$ cat src/rtl/eth_frame_fifo_if.sv
// eth_frame_fifo_if: write-side and read-side stream signals of the Ethernet
// receive frame FIFO.
//
// Handshake semantics (both sides): a beat transfers on a rising clock edge
// where valid && ready. The source holds data/last/err stable while
// valid && !ready. wr_ready is tied high by the FIFO. Frames that do not fit
// are dropped rather than stalled.
//
// Modports:
//   slave  - the FIFO's view: consumes wr_* and rd_ready, drives wr_ready and rd_*
//   master - the environment's view: the MAC side plus the downstream consumer
interface eth_frame_fifo_if #(
  parameter int DATA_WIDTH = 8
) ();
  logic                  wr_valid;
  logic [DATA_WIDTH-1:0] wr_data;
  logic                  wr_last;
  logic                  wr_err;
  logic                  wr_ready;
  logic                  rd_valid;
  logic [DATA_WIDTH-1:0] rd_data;
  logic                  rd_last;
  logic                  rd_ready;

  modport slave (
    input  wr_valid, wr_data, wr_last, wr_err, rd_ready,
    output wr_ready, rd_valid, rd_data, rd_last
  );

  modport master (
    output wr_valid, wr_data, wr_last, wr_err, rd_ready,
    input  wr_ready, rd_valid, rd_data, rd_last
  );
endinterface

$ cat src/rtl/eth_frame_fifo.sv
// eth_frame_fifo: single-clock store-and-forward frame FIFO for the Ethernet
// receive path. Write beats are stored speculatively and become readable only
// when the frame's last beat arrives without an error. Errored frames and
// frames that run out of space are rolled back and never reach the read side.
//
// Ports:
//   clk, rst_n   - clock (rising edge), asynchronous active-low reset
//   bus          - eth_frame_fifo_if.slave (write stream in, read stream out)
//   level        - words stored, speculative included, output register excluded
//   almost_full  - free space <= AFULL_MARGIN
//   frame_count  - committed frames not yet fully read
//   drop_count   - frames discarded (saturating)
//   overflow     - one-cycle pulse when a frame is dropped for lack of space
//   dropping     - write FSM state (1 = discarding the rest of a frame)
module eth_frame_fifo #(
  parameter int DATA_WIDTH   = 8,
  parameter int ADDR_WIDTH   = 8,
  parameter int AFULL_MARGIN = 16,
  parameter int CNT_WIDTH    = 16
) (
  input  logic                  clk,
  input  logic                  rst_n,
  eth_frame_fifo_if.slave       bus,
  output logic [ADDR_WIDTH:0]   level,
  output logic                  almost_full,
  output logic [CNT_WIDTH-1:0]  frame_count,
  output logic [CNT_WIDTH-1:0]  drop_count,
  output logic                  overflow,
  output logic                  dropping
);
  localparam int                    DEPTH   = 1 << ADDR_WIDTH;
  localparam logic [ADDR_WIDTH:0]   DEPTH_L = (ADDR_WIDTH+1)'(DEPTH);
  localparam logic [ADDR_WIDTH:0]   PTR_ONE = (ADDR_WIDTH+1)'(1);
  localparam logic [CNT_WIDTH-1:0]  CNT_ONE = CNT_WIDTH'(1);
  localparam logic                  AF_RST  = (AFULL_MARGIN >= DEPTH);

  typedef enum logic {
    ST_ACCEPT = 1'b0,
    ST_DROP   = 1'b1
  } state_t;

  state_t state;

  // Each entry carries the last flag alongside the payload.
  logic [DATA_WIDTH:0] mem [DEPTH];

  // Pointers carry one extra wrap bit so full and empty are distinguishable.
  logic [ADDR_WIDTH:0] wr_ptr, commit_ptr, rd_ptr;
  logic [ADDR_WIDTH:0] wr_ptr_nxt, commit_ptr_nxt, rd_ptr_nxt;
  logic [ADDR_WIDTH:0] level_nxt, free_nxt;
  logic                wr_en, commit, drop_evt, ovf_evt;
  logic                fetch, rd_last_fire;

  assign bus.wr_ready = 1'b1;
  assign dropping     = (state == ST_DROP);

  always_comb begin
    wr_ptr_nxt     = wr_ptr;
    commit_ptr_nxt = commit_ptr;
    wr_en          = 1'b0;
    commit         = 1'b0;
    drop_evt       = 1'b0;
    ovf_evt        = 1'b0;
    if (state == ST_ACCEPT && bus.wr_valid) begin
      // level is the registered wr_ptr - rd_ptr, so space freed by a fetch
      // this cycle only becomes usable next cycle.
      if (level < DEPTH_L) begin
        wr_en      = 1'b1;
        wr_ptr_nxt = wr_ptr + PTR_ONE;
        if (bus.wr_last) begin
          if (!bus.wr_err) begin
            commit         = 1'b1;
            commit_ptr_nxt = wr_ptr + PTR_ONE;
          end else begin
            wr_ptr_nxt = commit_ptr;
            drop_evt   = 1'b1;
          end
        end
      end else begin
        wr_ptr_nxt = commit_ptr;
        drop_evt   = 1'b1;
        ovf_evt    = 1'b1;
      end
    end

    // Fetch looks at the pre-edge commit_ptr, giving one cycle commit-to-valid.
    fetch        = (rd_ptr != commit_ptr) && (!bus.rd_valid || bus.rd_ready);
    rd_ptr_nxt   = fetch ? rd_ptr + PTR_ONE : rd_ptr;
    rd_last_fire = bus.rd_valid && bus.rd_ready && bus.rd_last;

    level_nxt = wr_ptr_nxt - rd_ptr_nxt;
    free_nxt  = DEPTH_L - level_nxt;
  end

  // Storage is not reset.
  always_ff @(posedge clk) begin
    if (wr_en) mem[wr_ptr[ADDR_WIDTH-1:0]] <= {bus.wr_last, bus.wr_data};
  end

  always_ff @(posedge clk or negedge rst_n) begin
    if (!rst_n) begin
      state        <= ST_ACCEPT;
      wr_ptr       <= '0;
      commit_ptr   <= '0;
      rd_ptr       <= '0;
      bus.rd_valid <= 1'b0;
      bus.rd_data  <= '0;
      bus.rd_last  <= 1'b0;
      level        <= '0;
      almost_full  <= AF_RST;
      frame_count  <= '0;
      drop_count   <= '0;
      overflow     <= 1'b0;
    end else begin
      wr_ptr      <= wr_ptr_nxt;
      commit_ptr  <= commit_ptr_nxt;
      rd_ptr      <= rd_ptr_nxt;
      level       <= level_nxt;
      almost_full <= (32'(free_nxt) <= AFULL_MARGIN);
      overflow    <= ovf_evt;

      case (state)
        ST_ACCEPT: if (ovf_evt && !bus.wr_last) state <= ST_DROP;
        ST_DROP:   if (bus.wr_valid && bus.wr_last) state <= ST_ACCEPT;
        default:   state <= ST_ACCEPT;
      endcase

      if (fetch) begin
        bus.rd_valid                <= 1'b1;
        {bus.rd_last, bus.rd_data}  <= mem[rd_ptr[ADDR_WIDTH-1:0]];
      end else if (bus.rd_ready) begin
        bus.rd_valid <= 1'b0;
      end

      // A commit and a last-beat read in the same cycle cancel out.
      if (commit && !rd_last_fire)      frame_count <= frame_count + CNT_ONE;
      else if (!commit && rd_last_fire) frame_count <= frame_count - CNT_ONE;

      if (drop_evt && drop_count != '1) drop_count <= drop_count + CNT_ONE;
    end
  end
endmodule

$ cat src/flat_wrapper.sv
// flat-port wrapper written by rule: the top's interface ports become plain ports
module eth_frame_fifo_flat 
#(
  parameter int DATA_WIDTH   = 8,
  parameter int ADDR_WIDTH   = 8,
  parameter int AFULL_MARGIN = 16,
  parameter int CNT_WIDTH    = 16
)
  (clk, rst_n, level, almost_full, frame_count, drop_count, overflow, dropping, bus_wr_valid, bus_wr_data, bus_wr_last, bus_wr_err, bus_rd_ready, bus_wr_ready, bus_rd_valid, bus_rd_data, bus_rd_last);
  eth_frame_fifo_if #(.DATA_WIDTH(DATA_WIDTH)) bus_i ();
  input  logic clk;
  input  logic rst_n;
  output logic [ADDR_WIDTH:0] level;
  output logic almost_full;
  output logic [CNT_WIDTH-1:0] frame_count;
  output logic [CNT_WIDTH-1:0] drop_count;
  output logic overflow;
  output logic dropping;
  input wire logic [$bits(bus_i.wr_valid)-1:0] bus_wr_valid;
  input wire logic [$bits(bus_i.wr_data)-1:0] bus_wr_data;
  input wire logic [$bits(bus_i.wr_last)-1:0] bus_wr_last;
  input wire logic [$bits(bus_i.wr_err)-1:0] bus_wr_err;
  input wire logic [$bits(bus_i.rd_ready)-1:0] bus_rd_ready;
  output wire logic [$bits(bus_i.wr_ready)-1:0] bus_wr_ready;
  output wire logic [$bits(bus_i.rd_valid)-1:0] bus_rd_valid;
  output wire logic [$bits(bus_i.rd_data)-1:0] bus_rd_data;
  output wire logic [$bits(bus_i.rd_last)-1:0] bus_rd_last;
  assign bus_i.wr_valid = bus_wr_valid;
  assign bus_i.wr_data = bus_wr_data;
  assign bus_i.wr_last = bus_wr_last;
  assign bus_i.wr_err = bus_wr_err;
  assign bus_i.rd_ready = bus_rd_ready;
  assign bus_wr_ready = bus_i.wr_ready;
  assign bus_rd_valid = bus_i.rd_valid;
  assign bus_rd_data = bus_i.rd_data;
  assign bus_rd_last = bus_i.rd_last;
  eth_frame_fifo #(.DATA_WIDTH(DATA_WIDTH), .ADDR_WIDTH(ADDR_WIDTH), .AFULL_MARGIN(AFULL_MARGIN), .CNT_WIDTH(CNT_WIDTH)) u_core (.clk(clk), .rst_n(rst_n), .bus(bus_i), .level(level), .almost_full(almost_full), .frame_count(frame_count), .drop_count(drop_count), .overflow(overflow), .dropping(dropping));
endmodule
$ cat config.mk
export PLATFORM = sky130hd
export DESIGN_NAME = eth_frame_fifo_flat
export DESIGN_NICKNAME = d
export VERILOG_FILES = /design/src/rtl/eth_frame_fifo_if.sv /design/src/rtl/eth_frame_fifo.sv /design/src/flat_wrapper.sv
export SDC_FILE = /design/constraint.sdc
export NUM_CORES = 2
export LEC_CHECK = 0
export ABC_CLOCK_PERIOD_IN_PS = 5400
export CORE_AREA = 2 2 385 387
export CTS_BUF_LIST = sky130_fd_sc_hd__clkbuf_8
export DETAILED_ROUTE_END_ITERATION = 10
export DIE_AREA = 0 0 387 389
export GPL_TIMING_DRIVEN = 1
export PLACE_DENSITY = 0.81
export SLEW_MARGIN = 20
export SYNTH_ARGS = -nofsm -noshare
export SYNTH_HDL_FRONTEND = slang
export SYNTH_SLANG_ARGS = --single-unit
export TNS_END_PERCENT = 50
$ cat constraint.sdc
create_clock -name clk -period 5.4 [get_ports clk]
set_input_delay 1.08 -clock clk [delete_from_list [all_inputs] [get_ports clk]]
set_output_delay 1.08 -clock clk [all_outputs]
set_load 0.005 [all_outputs]
Word level (Yosys, flattened, before mapping) --
Memories as Yosys holds them, arrays and structs flattened. A register that Yosys moved wholly into a read port is not among the register bits. Index checks and enable logic that the tools add are counted.
Word-level totals: flip-flop bits (word level) 72, bits in latches 0, memory bits (writable) 2304, ROM bits 0, bits of input ports 14, memories kept 1
Memories:
- u_core.mem | depth 256, width 9, rd ports 1, clocked after Yosys merged registers in 1, write ports 1, RTL line eth_frame_fifo.sv:45 | logic [DATA_WIDTH:0] mem [DEPTH];
Operators by class: $add $sub $neg 7, multiply operators 0, divide/modulo/power cells 0, $lt $le $gt $ge 2, equal/unequal tests 2, shift-type cells 0, muxes and demuxes 26, bitwise logic cells 1, reduce and logical (&&, ||, !) cells 18
Operators with widths (count):
- two-way mux 9 bit | 5
- adder 16 x 1 -> 16 bit, second input constant | 2
- two-way mux 16 bit | 2
- adder 9 x 1 -> 9 bit, second input constant | 2
- two-way mux 1 bit | 18
- != test 16 bit, second input constant | 1
- subtractor 16 x 1 -> 16 bit, second input constant | 1
- <= comparator 9 x 5 -> 1 bit, second input constant | 1
- logical AND 1 bit | 9
- less-than comparator 9 bit, second input constant | 1
- != test 9 bit | 1
- subtractor 9 bit | 1
- subtractor 9 bit, first input constant | 1
- logical NOT 1 bit | 5
- nonzero test 2 bit | 2
- AND reduction 3 bit | 1
- case mux 1 bit (2 select lines) | 1
- logical OR 1 bit | 1
- NOT 1 bit | 1

Depth between registers and ports, before layout --
depth after elaboration 8, mapped depth 18

Worst setup path after synthesis --
OpenSTA, ideal clock, no wires.
path type input -> register, from input port bus_wr_valid, to register u_core.frame_count[14], arrival time 4439 ps, path slack 830 ps, cell stages on the path 16, path buffers 1, cell sequence nand2b_1 > clkbuf_1 > nor2_1 > nand3b_1 > inv_1 > ha_1 > inv_1 > fa_1 > a21oi_1 > o21ai_0 > a2111oi_0 > o31ai_1 > or4_1 > a31oi_1 > xor2_1 > o21ai_1
Between the ends: longest elaborated chain between the ends 5
RTL lines:
- from (decl) | RTL line flat_wrapper.sv:19 | input wire logic [$bits(bus_i.wr_valid)-1:0] bus_wr_valid;
- logical AND 1 bit * | RTL line eth_frame_fifo.sv:64 | if (state == ST_ACCEPT && bus.wr_valid) begin
- two-way mux 1 bit * | RTL line eth_frame_fifo.sv:64
- logical NOT 1 bit | RTL line eth_frame_fifo.sv:137 | else if (!commit && rd_last_fire) frame_count <= frame_count - CNT_ONE;
- logical AND 1 bit | RTL line eth_frame_fifo.sv:137
- nonzero test 2 bit (no source line)
- to (signal assigned) | RTL line eth_frame_fifo.sv:136 | if (commit && !rd_last_fire) frame_count <= frame_count + CNT_ONE;
- to (signal assigned) | RTL line eth_frame_fifo.sv:137
- to (decl) | RTL line eth_frame_fifo.sv:26 | output logic [CNT_WIDTH-1:0] frame_count,
Mark *: on every way between the ends. The rest lies on a longest branch, timed or not. A chain may end at the register's enable or synchronous reset.

Worst setup path in the final report --
Same ends and word-level chain as after synthesis.

==> flow_summary.toml <==
[synth]
synth_cell_type_count = 78
synth_warnings = 0
synth_top_area_share_pct = 73.16
synth-simple-area-share_pct = 3.247
ys_ff_latch = 2385
syn_area_per_cell_um2 = 19.48
synthArstFlopShare_pct = 3.396
ys_top_cells_by_count = "2,304 x edfxtp_1, 421 x mux4_2, 349 x mux2i_1"
muxShareOfSynthArea_pct = 13.97
synth_fa_ha_area_share_pct = 0.4392
synth_most_common_cell = "edfxtp_1"
synth_top_family_by_area = "multiplexers"
synth_area_leaders = "edfxtp_1 73%, mux4_2 10%, mux2i_1 3.7%"
synth_compound_area_share_pct = 4.218
synth_nets = 4901
syn_area_mm2 = 0.09457
synth_ff_type = "edfxtp_1"
synth_top_area_cell = "edfxtp_1"
synth_xor_area_share_pct = 0.5530
yosysSeqAreaShare_pct = 75.30
synth_edf_count = 2304
synth_cells = 4855

[route]
vias_per_cell = 6.999
antenna_left = 0
drtIter0Drc = 8012
drt_pre_antenna_iters = 6
num_vias = 51440
finalWirelength_mm = 243.3
drt-wirelength-per-cell_um = 33.11
drcViolationCount = 0

[die]
die_w_um = 387
fp.dieArea_mm2 = 0.1505
initial_core_util_pct = 64.51
placeableCoreArea_mm2 = 0.1466
ioPinCount = 69
rows = 141
die_y_um = 389

[grt]
overflow = 0
grt_max_degree = 158
grt_pass1_wl_mm = 348.7
grt_pass1_vias = 50680
track_usage_pct = 32.39
grt_antenna_before_repair = 4

[sta]
fin_skew_ns = 0.08807
finalWorstPathRequiredPeriod_ns = 4.422
fin_crit_sh_pct = 81.88
hold_viol_final = 0
worst_pin_slew_ns = 1.262
grt_setup_unrepaired = "false"
finalSetupViolCount = 0
tns_ns = 0
slew_viol_final = 0
fmax_ghz = 0.2262
slew_headroom_pct = 15.58

[finish]
nets = 5190
stdcell_area_mm2 = 0.1036
layout.cells.non_filler = 7349
drive_above_1_share_pct = 19.52
syn_to_final_growth_pct = 9.531

[worst_setup_path]
critPathLaunchType = "primary input"
critPathRequiredTime_ns = 6.28
worstPathArrival_ns = 5.31
endpoint_kind = "flop"
crit_type = "primary input to flop"
critPathMaxFanout = 10

[place]
place_hpwl_mm = 144.8
dp_cells = 6697
place_congestion = 0.9303
port_buffers = 67
dpl-instance-area_mm2 = 0.09699

[clock_network]
cts_max_path_buffers = 4
cts_tree = "yes"
cts_buffers = 373
htree_levels = 5
cts_root_buf = "clkbuf_8"
cts_sinks = 2385
clk_latency_ns = 1.04
ctsResizeCount = 0
clk_pin_slew_ns = 0.05
cts_setup_buffers = 0

[power_and_ir_drop]
leakagePower_nw = 33.67
cellPowerDensity_mw_per_mm2 = 496.2
ir_drop_uv = 444.5

[job]
cap_viol_max_count = 0

[hold_path]
hold_class = "flop to flop"

[run_status]
status = "finished clean"
## cell families (layout without fill, tap and decap cells)
group / after synthesis / count (layout)
buffers and inverters: 314 / 868
multiplexers: 787 / 787
XOR/XNOR: 58 / 58
other: 1 / 11
adder cells (fa/ha/maj): 32 / 32
flip-flops: 2385 / 2385
AO/OA/AOI/OAI: 579 / 579
AND/OR/NAND/NOR: 699 / 699
## layout by cell type (no fill, tap or decap), types with 52 or more instances in the layout
master	instances
a21oi_1	132
nand3_1	60
inv_1	130
o21ai_0	72
nor2_1	337
o22ai_1	75
mux2i_1	349
nand2_1	125
o221ai_1	118
edfxtp_1	2304
buf_4	116
clkdlybuf4s50_1	57
mux4_2	421
dfrtp_1	74
nor3_1	52
clkbuf_8	396
clkinv_1	97
## timing repair
| item | 4_1_cts | 5_1_grt |
|---|---|---|
| endpoints found under the setup margin | 0 | 0 |
| hold buffers | 1 | 0 |
| hold endpoints to repair | 34 | 0 |
## worst max-delay path: stages
cell and delay, ns:
clkdlybuf4s50_1 0.51, nand2b_1 0.23, nor2_1 0.23, nand3b_1 0.13, inv_1 0.11, ha_1 0.20
inv_1 0.16, fa_1 0.44, a21oi_1 0.20, o21ai_0 0.14, a2111oi_0 0.65, o31ai_1 0.27
or4_1 0.47, a31oi_1 0.22, xor2_1 0.17, o21ai_1 0.07
## stage by stage
step	setup slack (ns)	hold WS [ns]	power (mW)	utilization (%)
after floorplan	0.8297	0.4693	32.41	-
after global placement	0.2085	0.4834	37.36	66.16
after detailed placement	0.07812	0.4854	37.61	66.16
after CTS	1.125	0.4479	51.04	70.62
after global routing	0.6744	0.4765	52.76	70.64
final	0.9783	0.4926	51.40	70.66
## power breakdown
group          total, mW  switching [mW]  internal, mW
clock network       13.7            6.78          6.92
registers           21.2           0.622          20.6
logic               16.5            10.1          6.37
## worst paths after layout
check | start | endpoint | slack [ns] | cells past startpoint
min reg2reg | u_core.drop_count[12] | u_core.drop_count[12] | 0.49 | 1
max | bus_wr_valid | u_core.frame_count[14] | 0.98 | 16
min in group asynchronous | rst_n | u_core.frame_count[4] | 0.56 | 2
max reg2reg | u_core.dropping | u_core.frame_count[14] | 1.05 | 15
max in group asynchronous | rst_n | u_core.rd_ptr[2] | 3.68 | 3
min | u_core.drop_count[12] | u_core.drop_count[12] | 0.49 | 1
## cell type report
| class | instances | area, um^2 |
|---|---|---|
| antenna | 10 | 25.02 |
| clock buffer | 387 | 5326 |
| clock inverter | 253 | 1205 |
| fill | 8384 | 43020 |
| inverter | 25 | 101.3 |
| multi-input combinational | 2156 | 21300 |
| sequential | 2385 | 71230 |
| tap | 1930 | 2415 |
| timing repair buffer | 203 | 1983 |
## flip-flops by register name, summed over array words and instances, names as in the netlist, named ones only
signal,flops
u_core.level,9
u_core.mem,2304
u_core.frame_count,16
u_core.bus.rd_valid,1
u_core.overflow,1
u_core.dropping,1
u_core.wr_ptr,8
u_core.commit_ptr,9
u_core.bus.rd_data,8
u_core.almost_full,1
u_core.rd_ptr,9
u_core.bus.rd_last,1
u_core.drop_count,16
## metal layers
metal	part of all wire (%)	GRT usage (%)
met3	14	9.983
met5	0.079	0.5742
met2	46	48.82
met1	35	44.55
met4	4.5	13.77
Power figures use the tool's default switching activity.
